<file path="src/rtl/fetch_pkg.sv">
// Shared types for the instruction fetch unit.
// Entry bundle, FSM states and PC increment.
package fetch_pkg;

  typedef struct packed {
    logic [31:0] pc;
    logic [31:0] instr;
  } fetch_entry_t;

  typedef enum logic {
    IDLE = 1'b0,
    RUN  = 1'b1
  } fetch_state_e;

  localparam logic [31:0] PC_STEP = 32'd4;

endpackage

</file>
<file path="src/rtl/fetch_fifo.sv">
// Prefetch FIFO of {pc, instr} entries with push/pop/flush.
// Ports: push_i/data_i in, pop_i in, flush_i in, data_o/full_o/empty_o out.
module fetch_fifo
  import fetch_pkg::*;
#(
  parameter int DEPTH = 2
) (
  input  logic         clk,
  input  logic         rst_n,
  input  logic         push_i,
  input  fetch_entry_t data_i,
  input  logic         pop_i,
  input  logic         flush_i,
  output fetch_entry_t data_o,
  output logic         full_o,
  output logic         empty_o
);

  localparam int AW = $clog2(DEPTH);

  fetch_entry_t   mem_q [DEPTH];
  logic [AW-1:0]  wr_q;
  logic [AW-1:0]  rd_q;
  logic [AW:0]    cnt_q;
  logic           do_push;
  logic           do_pop;

  assign full_o  = (cnt_q == (AW+1)'(DEPTH));
  assign empty_o = (cnt_q == '0);
  assign data_o  = mem_q[rd_q];

  // A full FIFO still accepts a push when the head leaves this cycle.
  assign do_pop  = pop_i && !empty_o;
  assign do_push = push_i && (!full_o || do_pop);

  always_ff @(posedge clk or negedge rst_n) begin
    if (!rst_n) begin
      for (int i = 0; i < DEPTH; i++) begin
        mem_q[i] <= '0;
      end
      wr_q  <= '0;
      rd_q  <= '0;
      cnt_q <= '0;
    end else if (flush_i) begin
      wr_q  <= '0;
      rd_q  <= '0;
      cnt_q <= '0;
    end else begin
      if (do_push) begin
        mem_q[wr_q] <= data_i;
        wr_q        <= wr_q + 1'b1;
      end
      if (do_pop) begin
        rd_q <= rd_q + 1'b1;
      end
      unique case ({do_push, do_pop})
        2'b10:   cnt_q <= cnt_q + 1'b1;
        2'b01:   cnt_q <= cnt_q - 1'b1;
        default: cnt_q <= cnt_q;
      endcase
    end
  end

endmodule

</file>
<file path="src/rtl/instruction_fetch_unit.sv">
// Owns the PC, reads instruction memory and queues entries for decode.
// Ports: imem_addr/imem_rdata, redirect_*, out_* handshake, misalign_err.
module instruction_fetch_unit
  import fetch_pkg::*;
#(
  parameter logic [31:0] RESET_PC   = 32'h0000_0000,
  parameter int          FIFO_DEPTH = 2
) (
  input  logic        clk,
  input  logic        rst_n,
  input  logic        fetch_en,
  output logic [31:0] imem_addr,
  input  logic [31:0] imem_rdata,
  input  logic        redirect_valid,
  input  logic [31:0] redirect_pc,
  output logic        out_valid,
  input  logic        out_ready,
  output logic [31:0] out_instr,
  output logic [31:0] out_pc,
  output logic        misalign_err
);

  fetch_state_e state_q, state_d;
  logic [31:0]  pc_q, pc_d;
  logic         err_q, err_d;
  fetch_entry_t hold_q, hold_d;

  fetch_entry_t head;
  fetch_entry_t wr_data;
  logic         full;
  logic         empty;
  logic         push;
  logic         pop;

  // Redirect wins: flush, and neither push nor pop this cycle.
  assign pop  = !empty && out_ready && !redirect_valid;
  assign push = (state_q == RUN) && (!full || pop)
                && !redirect_valid;

  assign wr_data = '{pc: pc_q, instr: imem_rdata};

  fetch_fifo #(
    .DEPTH (FIFO_DEPTH)
  ) u_fifo (
    .clk     (clk),
    .rst_n   (rst_n),
    .push_i  (push),
    .data_i  (wr_data),
    .pop_i   (pop),
    .flush_i (redirect_valid),
    .data_o  (head),
    .full_o  (full),
    .empty_o (empty)
  );

  always_comb begin
    state_d = state_q;
    unique case (state_q)
      IDLE:    if (fetch_en)  state_d = RUN;
      RUN:     if (!fetch_en) state_d = IDLE;
      default: state_d = IDLE;
    endcase
  end

  always_comb begin
    pc_d   = pc_q;
    err_d  = err_q;
    hold_d = hold_q;
    if (redirect_valid) begin
      pc_d  = {redirect_pc[31:2], 2'b00};
      err_d = err_q | (redirect_pc[1:0] != 2'b00);
    end else if (push) begin
      pc_d = pc_q + PC_STEP;
    end
    // Remember the last delivered entry so out_* hold when empty.
    if (pop) begin
      hold_d = head;
    end
  end

  always_ff @(posedge clk or negedge rst_n) begin
    if (!rst_n) begin
      state_q <= IDLE;
      pc_q    <= RESET_PC;
      err_q   <= 1'b0;
      hold_q  <= '0;
    end else begin
      state_q <= state_d;
      pc_q    <= pc_d;
      err_q   <= err_d;
      hold_q  <= hold_d;
    end
  end

  assign imem_addr    = pc_q;
  assign out_valid    = !empty;
  assign out_pc       = empty ? hold_q.pc    : head.pc;
  assign out_instr    = empty ? hold_q.instr : head.instr;
  assign misalign_err = err_q;

endmodule

</file>
<file path="config.mk">
export PLATFORM = sky130hd
export DESIGN_NAME = instruction_fetch_unit
export DESIGN_NICKNAME = d
export VERILOG_FILES = /design/src/rtl/fetch_pkg.sv /design/src/rtl/fetch_fifo.sv /design/src/rtl/instruction_fetch_unit.sv
export SDC_FILE = /design/constraint.sdc
export NUM_CORES = 1
export LEC_CHECK = 0
export ABC_AREA = 1
export BUFFER_PORTS_ARGS = -buffer_cell sky130_fd_sc_hd__buf_2
export CAP_MARGIN = 40
export CORE_MARGIN = 1
export CORE_UTILIZATION = 40
export CTS_BUF_LIST = sky130_fd_sc_hd__clkbuf_8
export CTS_CLUSTER_DIAMETER = 50
export DETAILED_ROUTE_END_ITERATION = 10
export PLACE_DENSITY = 0.67
export SETUP_SLACK_MARGIN = 0.1
export SYNTH_ARGS = -nofsm -noshare
export SYNTH_HDL_FRONTEND = slang
export SYNTH_SLANG_ARGS = --single-unit
</file>
<file path="constraint.sdc">
create_clock -name clk -period 1.85 [get_ports clk]
set_input_delay 0.0925 -clock clk [delete_from_list [all_inputs] [get_ports clk]]
set_output_delay 0.0925 -clock clk [all_outputs]
set_load 0.02 [all_outputs]
</file>
==> results.toml <==
[timing]
final.setup_skew_ps = 29.5
finalSetupTns_ps = -13460
slew_violations = 0
clock.fmax_mhz = 498
rsz0062_at_grt = "yes"
max-slew-margin-rel_pct = 63.4
timing.hold.ws_ps = 63.2
hold_viol = 0
finalCritPeriodShare_pct = 108
period_needed_ps = 2010
tightestPinTransition_ps = 548
setup_slack_ps = -156
setup_viol = 188

[grt]
grt_pass1_vias = 10400
gr-total-overflow = 0
antenna_found_initial = 0
grt.total_usage_pct = 23.2
grt_pass1_wl_um = 53500
grt_max_degree = 72

[yosys]
yosys.cell_types.count = 24
synth-async-reset-ratio_pct = 100
yosysWarnings = 0
syn_area_sq_um = 11200
synth_edf_count = 0
synth-seq-cells = 222
synthCells = 1573
synth_seq_area_share_pct = 49.5
syn_avg_cell_area_sq_um = 7.14
ys.flop_type = "dfrtp_1"

[worst_setup_path]
path_delay_family = "buffers and inverters"
cp-start-kind = "flop"
cp_max_fo = 8
critPathRequiredTime_ps = 1760
critPathKind = "flop to primary output"
timing.rr.start = "u_fifo.cnt_q[0]$_DFFE_PN0P_"
setup.worst_path.start = "u_fifo.rd_q$_DFFE_PN0P_"
arrival_ps = 1910
crit_path_cell_trace = "clkinv_4 > buf_12 > buf_16 > nand2_4 > nand2_2 > nand2_1 > o21ai_1 > buf_4"
end_kind = "primary output"
cpPeakStageDelay_ps = 440
crit_slowest_cell = "dfrtp_2"
path_buf_inv = 4

[pwr]
p_comb_share_pct = 40.7
internal-power_mw = 13.3
switching_share_pct = 39.4
switchingPower_mw = 8.66
p_total_mw = 22.0
clkPwrFrac_pct = 24.1
ir_drop_uv = 582
p_seq_share_pct = 35.3
leakagePower_nw = 8.39
power_density_nw_per_um2 = 1320

[clock_tree]
cts_made_buffers = 43
path_clk_slew_ps = 60
cts_root_buffer = "clkbuf_8"
cts_tree = "yes"
cts.sinks = 222
clk_latency_ps = 570
clock_path_buffers = 3
htreeDepth = 2

[finish]
finalCoreUtilization_pct = 61.1
area_delta_synth_final_pct = 48.3
layout.nets = 1940
drive_gt1_share_pct = 30.7
diodes = 0
fillers = 2296

[placement]
io_buffers = 162
gp_congestion = 0.879
dp_slack_ps = 193
dpl.hpwl_um = 20000

[floorplan]
core_area_sq_um = 27300
rows = 60
die_h_um = 170
die_w_um = 170
start_util_pct = 41.2
dieArea_sq_um = 28700
ios = 167

[detailed_routing]
avgRoutedWirePerCell_um = 17.5
viasPerCell = 5.15
drtIter0Drc = 1103
drt_pre_antenna_iters = 5
drc = 0
drt-total-wl_um = 39900
ant_nets = 0
num_vias = 11700

[outcome]
violations = "setup timing"
status = "complete, but fails checks"

[run]
maxCapViolations = 0

[min_path]
worstHoldPathType = "input port to flop"
hp-start = "redirect_valid"
-- layout by cell type, fill, tap and decap left out, drive strengths merged, types with 2 or more instances in the layout --
cell / n
xnor2: 7
xor2: 2
nand2: 751
clkinv: 10
nor2: 50
dfrtp: 222
conb: 4
nand4: 6
bufinv: 3
dlygate4sd3: 67
clkbuf: 73
o21ai: 134
nand3: 188
inv: 121
o21bai: 4
o211ai: 2
buf: 256
-- per-layer routing --
layer | part of all wire (%) | track usage [%] | vias up | wire length (um)
met2 | 48 | 38.9 | 528 | 19200
met3 | 7.1 | 3.45 | 114 | 2850
met4 | 4.3 | 6.46 | 0 | 1720
met5 | 0 | 0 | - | 0
met1 | 41 | 31.3 | 5551 | 16200
li1 | - | - | 5539 | -
-- worst paths after layout --
kind	end	slack, ps	cells past startpoint
worst max-delay path	out_pc[4]	-160	8
worst min-delay path	hold_q[48]$_DFFE_PN0P_	60	3
worst max register to register	u_fifo.mem_q[118]$_DFFE_PN0P_	-140	12
worst min register to register	u_fifo.mem_q[28]$_DFFE_PN0P_	470	2
max in group asynchronous	u_fifo.mem_q[126]$_DFFE_PN0P_	1090	3
min in group asynchronous	u_fifo.mem_q[90]$_DFFE_PN0P_	80	2
-- layout make-up --
class | count | area (sq um) | area share, %
tap | 372 | 465 | 2.80
multi-input combinational | 1153 | 5800 | 34.9
clock inverter | 27 | 213 | 1.28
clock buffer | 53 | 729 | 4.38
inverter | 107 | 412 | 2.47
sequential | 222 | 5570 | 33.4
timing repair buffer | 343 | 3460 | 20.8
-- power groups by stage --
stage | registers (mW) | logic, mW | clock network [mW]
after global routing | 7.94 | 9.64 | 5.58
after global placement | 7.42 | 6.09 | 0
after floorplan | 7.33 | 4.10 | 0
after detailed placement | 7.47 | 6.19 | 0
final | 7.75 | 8.94 | 5.29
after CTS | 7.46 | 7.23 | 5.36
-- state kept, by name, indices dropped and copies added, names as in the netlist --
register	flops
u_fifo.cnt_q	2
imem_addr	30
u_fifo.mem_q	124
u_fifo.rd_q	1
state_q	1
misalign_err	1
hold_q	62
u_fifo.wr_q	1
-- cells by family after synthesis --
group                    count (synthesis)  share of synthesized area, %
AND/OR/NAND/NOR                        994                          35.7
AO/OA/AOI/OAI                          141                          6.42
flip-flops                             222                          49.5
adder cells (fa/ha/maj)                  1                         0.111
other                                    1                        0.0334
buffers and inverters                  205                          7.58
XOR/XNOR                                 9                         0.702
-- stage by stage --
step | cell area [sq um] | instances
after floorplan | 11200 | 1576
after global placement | 12600 | 2057
after detailed placement | 12600 | 2057
after CTS | 14900 | 2225
after global routing | 16600 | 2277
final | 16600 | 2277
-- synthesized netlist by cell type, types with 2 or more instances --
| library cell | number | share of area, % |
|---|---|---|
| buf_1 | 10 | 0.33 |
| buf_2 | 23 | 1.0 |
| buf_4 | 14 | 0.94 |
| clkbuf_1 | 51 | 1.7 |
| dfrtp_1 | 222 | 49 |
| inv_1 | 105 | 3.5 |
| inv_2 | 2 | 0.067 |
| nand2_1 | 746 | 25 |
| nand3_1 | 188 | 8.4 |
| nand4_1 | 6 | 0.33 |
| nor2_1 | 49 | 1.6 |
| o211ai_1 | 2 | 0.13 |
| o21ai_0 | 134 | 6.0 |
| o21bai_1 | 4 | 0.27 |
| xnor2_1 | 7 | 0.55 |
| xor2_1 | 2 | 0.16 |
-- timing repair --
item                                    CTS  global route
buffers inserted                         15            16
gates cloned                              6            36
resized for setup                       150           286
hold endpoints to repair                320             0
endpoints found under the setup margin   63           220
pin swaps                                23            15
hold buffers                             67             0
-- worst register-to-register path, stage by stage (launching register included) --
cell and delay [ps]:
dfrtp_1 430, inv_4 100, buf_6 120, buf_6 110, o211ai_1 80, nand2_1 150
nor2_4 180, buf_12 190, buf_12 130, nand2_8 80, clkbuf_16 200, nand2_4 60
nand2_2 40
No activity file was read; power rests on OpenSTA's default activity.
